===== config.mk =====
export PLATFORM = sky130hd
export DESIGN_NAME = data_memory_ls
export DESIGN_NICKNAME = d
export VERILOG_FILES = /design/src/rtl/data_memory_ls.sv
export SDC_FILE = /design/constraint.sdc
export NUM_CORES = 2
export LEC_CHECK = 0
export ABC_AREA = 1
export BUFFER_PORTS_ARGS = -buffer_cell sky130_fd_sc_hd__clkbuf_2
export CORE_ASPECT_RATIO = 1.5
export CORE_UTILIZATION = 43
export DETAILED_ROUTE_END_ITERATION = 6
export PLACE_DENSITY_LB_ADDON = 0.25
export SLEW_MARGIN = 15
export SYNTH_ARGS = -nofsm -noshare
export SYNTH_HDL_FRONTEND = slang
export SYNTH_SLANG_ARGS = --single-unit

===== constraint.sdc =====
create_clock -name clk -period 3.1 [get_ports clk]
set_input_delay 0 -clock clk [delete_from_list [all_inputs] [get_ports clk]]
set_output_delay 0 -clock clk [all_outputs]
set_load 0.02 [all_outputs]

===== src/rtl/data_memory_ls.sv =====
// data_memory_ls: RV32I byte/half/word load-store data memory with a valid/ready request and a registered response
// Ports: clk, rst_n (async, active-low); request req_valid/req_ready/req_we/req_addr/req_size/req_unsigned/req_wdata;
//   response rsp_valid (one-cycle pulse), rsp_rdata (extended load data, 0 for stores/errors), rsp_err.
// Build option MEM_CLEAR_INIT_EN: after reset, sweep zeros into every word (DEPTH cycles) before accepting requests.
module data_memory_ls #(
  parameter int DEPTH = 64,
  parameter int AW = 32
) (
  input  logic          clk,
  input  logic          rst_n,
  input  logic          req_valid,
  output logic          req_ready,
  input  logic          req_we,
  input  logic [AW-1:0] req_addr,
  input  logic [1:0]    req_size,
  input  logic          req_unsigned,
  input  logic [31:0]   req_wdata,
  output logic          rsp_valid,
  output logic [31:0]   rsp_rdata,
  output logic          rsp_err
);
  localparam int IW = $clog2(DEPTH);
  logic [31:0] mem [DEPTH];
  logic ready, accept, err, wr;
  logic [IW-1:0] idx;
  logic [3:0] lanes;
  logic [31:0] wword, word, shifted, ld;
  assign req_ready = ready;
  assign accept = req_valid & ready;
  assign idx = req_addr[IW+1:2];
  // any set bit above the word index means the word number is >= DEPTH
  assign err = (req_size == 2'd3) | ((req_size == 2'd1) & req_addr[0]) |
               ((req_size == 2'd2) & (|req_addr[1:0])) | (|req_addr[AW-1:IW+2]);
  assign wr = accept & req_we & ~err;
  assign lanes = req_size == 2'd0 ? 4'b0001 << req_addr[1:0] :
                 req_size == 2'd1 ? (req_addr[1] ? 4'b1100 : 4'b0011) : 4'b1111;
  // replicate store data so every enabled lane sees its right-aligned bytes
  assign wword = req_size == 2'd0 ? {4{req_wdata[7:0]}} :
                 req_size == 2'd1 ? {2{req_wdata[15:0]}} : req_wdata;
  assign word = mem[idx];
  assign shifted = word >> {req_addr[1:0], 3'b000};
  assign ld = req_size == 2'd0 ? {{24{~req_unsigned & shifted[7]}}, shifted[7:0]} :
              req_size == 2'd1 ? {{16{~req_unsigned & shifted[15]}}, shifted[15:0]} : word;
`ifdef MEM_CLEAR_INIT_EN
  localparam logic [0:0] INIT = 1'b0;
  localparam logic [0:0] RUN = 1'b1;
  logic [0:0] state;
  logic [IW-1:0] clr_cnt;
  always_ff @(posedge clk or negedge rst_n)
    if (!rst_n) begin
      state <= INIT;
      clr_cnt <= '0;
    end else if (state == INIT) begin
      clr_cnt <= clr_cnt + 1'b1;
      if (clr_cnt == IW'(DEPTH - 1)) state <= RUN;
    end
  assign ready = state == RUN;
  always_ff @(posedge clk)
    if (state == INIT) mem[clr_cnt] <= '0;
    else for (int b = 0; b < 4; b++) if (wr & lanes[b]) mem[idx][8*b +: 8] <= wword[8*b +: 8];
`else
  always_ff @(posedge clk or negedge rst_n)
    if (!rst_n) ready <= 1'b0;
    else ready <= 1'b1;
  always_ff @(posedge clk)
    for (int b = 0; b < 4; b++) if (wr & lanes[b]) mem[idx][8*b +: 8] <= wword[8*b +: 8];
`endif
  always_ff @(posedge clk or negedge rst_n)
    if (!rst_n) begin
      rsp_valid <= 1'b0;
      rsp_rdata <= '0;
      rsp_err <= 1'b0;
    end else begin
      rsp_valid <= accept;
      if (accept) begin
        rsp_err <= err;
        rsp_rdata <= (err | req_we) ? '0 : ld;
      end
    end
endmodule


==> metrics.txt <==
Net Count, Synth between 7,000 and 8,000; reg2reg end rsp_rdata[5]$_DFFE_PN0P_; CP startpoint kind flop; arrival time worst endpoint between 3 and 4 ns; slowest CP cell dlygate4sd3_1; Achievable Freq between 300 and 400 MHz; reg2reg setup slack approximately 0.16 ns; register area share after synthesis 0.731; Netlist cell types 39; PnR worst setup slack 0.158 ns; DRT iter0 DRCs roughly 6,300; GRT Total Usage 0.268; Worst Tran Pin Value 1.09 ns; layout net count just over 8,000; dpl hpwl approximately 170,000 µm; CP Data Required Time roughly 3.8 ns; initial antenna violation count 4; total negative setup slack 0 ns; Hold-fix buffers, CTS approximately 50; HP Start req_wdata[12]; Leak around 0.039 µW; Setup crit end rsp_rdata[5]$_DFFE_PN0P_; main combinational cell family by area after synthesis simple AND/OR/NAND/NOR gates; Bufs and invs on worst path 1; # H-tree levels 4; Area after DPL slightly above 0.09 mm²; routed wire length ~270,000 µm; final slew viol count 0; Antenna Violating Nets Remaining 0; Final GP Congestion 0.939; area leader, netlist edfxtp_1; total gr overflow 0; layout cells sized above 1 0.111; Detailed Routing Iterations Pass 1 6; largest net degree at the start of global routing roughly 130; number of port buffers 105; outcome complete, no violations; I/O Pins approximately 110; clock-pin transition on the worst setup and hold timing paths approximately 0.07 ns; Seq cells post-synth between 2,000 and 2,500; Root Buffer clkbuf_16; Compound-Gate Fraction of Synth Area 0.0251; CTS Sinks 2,083; Num CTS Buffers 188; # rows 199; Max Buffers Root-to-Sink 4; P&R area growth vs syn 15.5%; crit end category flop; placed insts approximately 11,000; Die Width 366 µm; CP most frequent cell nand2_1; Non-Filler Instances 10,941; Initial Util 0.434; DIE AREA between 0.2 and 0.25 mm²; postcts setup bufs 0; post-synthesis simple-gate area fraction 0.216; worst reg2reg startpoint mem[53][13]$_DFFE_PP_; cell count of the worst reg-to-reg path 16; crit path kind flop to flop; vias in the first global route around 57,000; synth warn 0; RSZ-0062 raised after global routing false; worst path cell trace nand2_1, a21oi_1, or2_1, nand2_1, nand2_1, nand2_1, nand2_1, nor2_1, nand2_1, nand2_1, nand3_1, dlygate4sd3_1, nand2_1, nand2_1, nand2_1, nand2_1; Final Cycle Share 0.949; Power Dens Cells just under 600 mW/mm²; Slew HR 0.275; Post-Place Setup Slack -0.0740 ns; Final min period between 2 and 3 ns; Max-Cap Viols 0; kind of cell adding the most delay to the critical path simple AND/OR/NAND/NOR gates; Synth Instances 7,741; Via density around 5.4; core area 0.197 mm²; DRC Markers 0; WP depth 16; Final Hold Vio Count 0; adder-cell share of the synthesized area 0; HP Class input pin to flop; CP Launch Point mem[53][13]$_DFFE_PP_; multiplexer share of the synthesized area 0; post-DR wirelength/cell between 20 and 25 µm; CTS tree done; synthesized area approximately 0.085 mm²; Synth Area in XOR/XNOR 0; worst skew pair latency 0.85 ns; setup violators final 0; CP max FO 2; Die H between 500 and 600 µm; first-pass GRT wire length roughly 390,000 µm; Synth area leaders edfxtp_1 (72%), nand2_1 (18%), nor2_1 (1.9%), buf_2 (1.5%), dfrtp_1 (1.0%); VDD IR max approximately 0.00051 V; Synth Area per Inst around 11 µm²; share of the synthesized area in the top cell type 0.720; Setup Skew 0.0407 ns; crit-path max cell delay 0.56 ns; DR vias 59,098; post-route cell area a little under 0.1 mm²; # resized after CTS 0
worst reg2reg max path: stages (launching register included):
cell	delay [ns]
edfxtp_1	0.37
nand2_1	0.07
a21oi_1	0.08
or2_1	0.28
nand2_1	0.09
nand2_1	0.10
nand2_1	0.12
nand2_1	0.07
nor2_1	0.37
nand2_1	0.31
nand2_1	0.13
nand3_1	0.06
dlygate4sd3_1	0.56
nand2_1	0.07
nand2_1	0.05
nand2_1	0.05
nand2_1	0.05
report_power, final:
part	leakage (µW)	internal, µW	switching (µW)
registers	0.0190	31100	2.45
logic	0.0169	1010	2830
clock network	0.00281	12400	10100
stage by stage:
step / utilization / total power [µW] / hold WS, ns
global route: 0.501 / 58800 / 0.0823
detailed placement: 0.469 / 35500 / 0.179
CTS: 0.501 / 57600 / 0.0103
global placement: 0.469 / 35400 / 0.174
floorplan: - / 33600 / -0.296
finish: 0.501 / 57400 / 0.0608
per-layer routing:
metal,vias up,part of all wire,track usage
met2,2726,0.47,0.431
met1,28951,0.37,0.337
met3,704,0.085,0.0416
li1,26715,-,-
met4,2,0.074,0.172
met5,-,0.000052,0
cell families (layout without fill, tap and decap cells):
kind of cell,count (synthesis),in the layout
flops,2083,2083
buf+inv,531,1117
simple gates,4780,4780
compound gates,346,346
other cells,1,2
flip-flops by register name, summed over array words and instances, names as in the netlist:
| register | flops |
|---|---|
| mem | 2048 |
| req_ready | 1 |
| rsp_err | 1 |
| rsp_rdata | 32 |
| rsp_valid | 1 |
Yosys cell counts:
library cell	number
nand4_1	79
o21ai_0	80
or2_2	16
buf_4	16
nand3_1	101
and3_1	2
a22oi_1	67
o21bai_1	1
o21ai_1	45
inv_4	1
nor2_4	1
a21oi_1	86
nor3_1	9
or2_0	13
nand3b_1	10
inv_1	134
a221oi_1	13
o21a_1	2
buf_2	251
and2_0	1
nand2_1	4099
clkinv_1	1
conb_1	1
o2111ai_1	31
nor2_1	425
clkbuf_1	96
a22o_1	11
inv_2	4
nand2_2	4
dfrtp_1	35
nand3_2	2
nor2_2	6
or2_1	5
o31ai_1	1
o211ai_1	8
edfxtp_1	2048
nor4_1	7
buf_1	28
a211oi_1	1
how the worst min path moves through the flow:
stage          cells after the start                         to  slack, ns
5_1_grt                            3      mem[17][12]$_DFFE_PP_       0.08
2_1_floorplan                      0        req_ready$_DFF_PN0_      -0.30
4_1_cts                            3      mem[17][12]$_DFFE_PP_       0.01
3_3_place_gp                       1        req_ready$_DFF_PN0_       0.17
3_5_place_dp                       1  rsp_rdata[21]$_DFFE_PN0P_       0.18
6_report                           3      mem[52][12]$_DFFE_PP_       0.06
layout make-up:
class,count,area [µm²]
fill,17363,98100
sequential,2083,62400
multi-input combinational,5127,20800
timing repair buffer,652,5830
clock buffer,225,4930
tap,2613,3270
clock inverter,100,813
inverter,140,548
antenna,1,2.50
cell usage in the layout, fill, tap and decap left out, drive strengths merged:
master / n
edfxtp: 2048
nand3: 103
nor4: 7
dfrtp: 35
o211ai: 8
nand4: 79
buf: 500
o21bai: 1
clkinvlp: 6
o31ai: 1
a22oi: 67
o21a: 2
bufinv: 13
a221oi: 13
nor3: 9
clkinv: 80
conb: 1
and2: 1
nand3b: 10
nand2: 4103
and3: 2
diode: 1
o21ai: 125
o2111ai: 31
a22o: 11
dlygate4sd3: 50
a211oi: 1
inv: 141
or2: 34
clkbuf: 327
nor2: 432
a21oi: 86
Note: power is estimated with default switching activity, not from simulation.
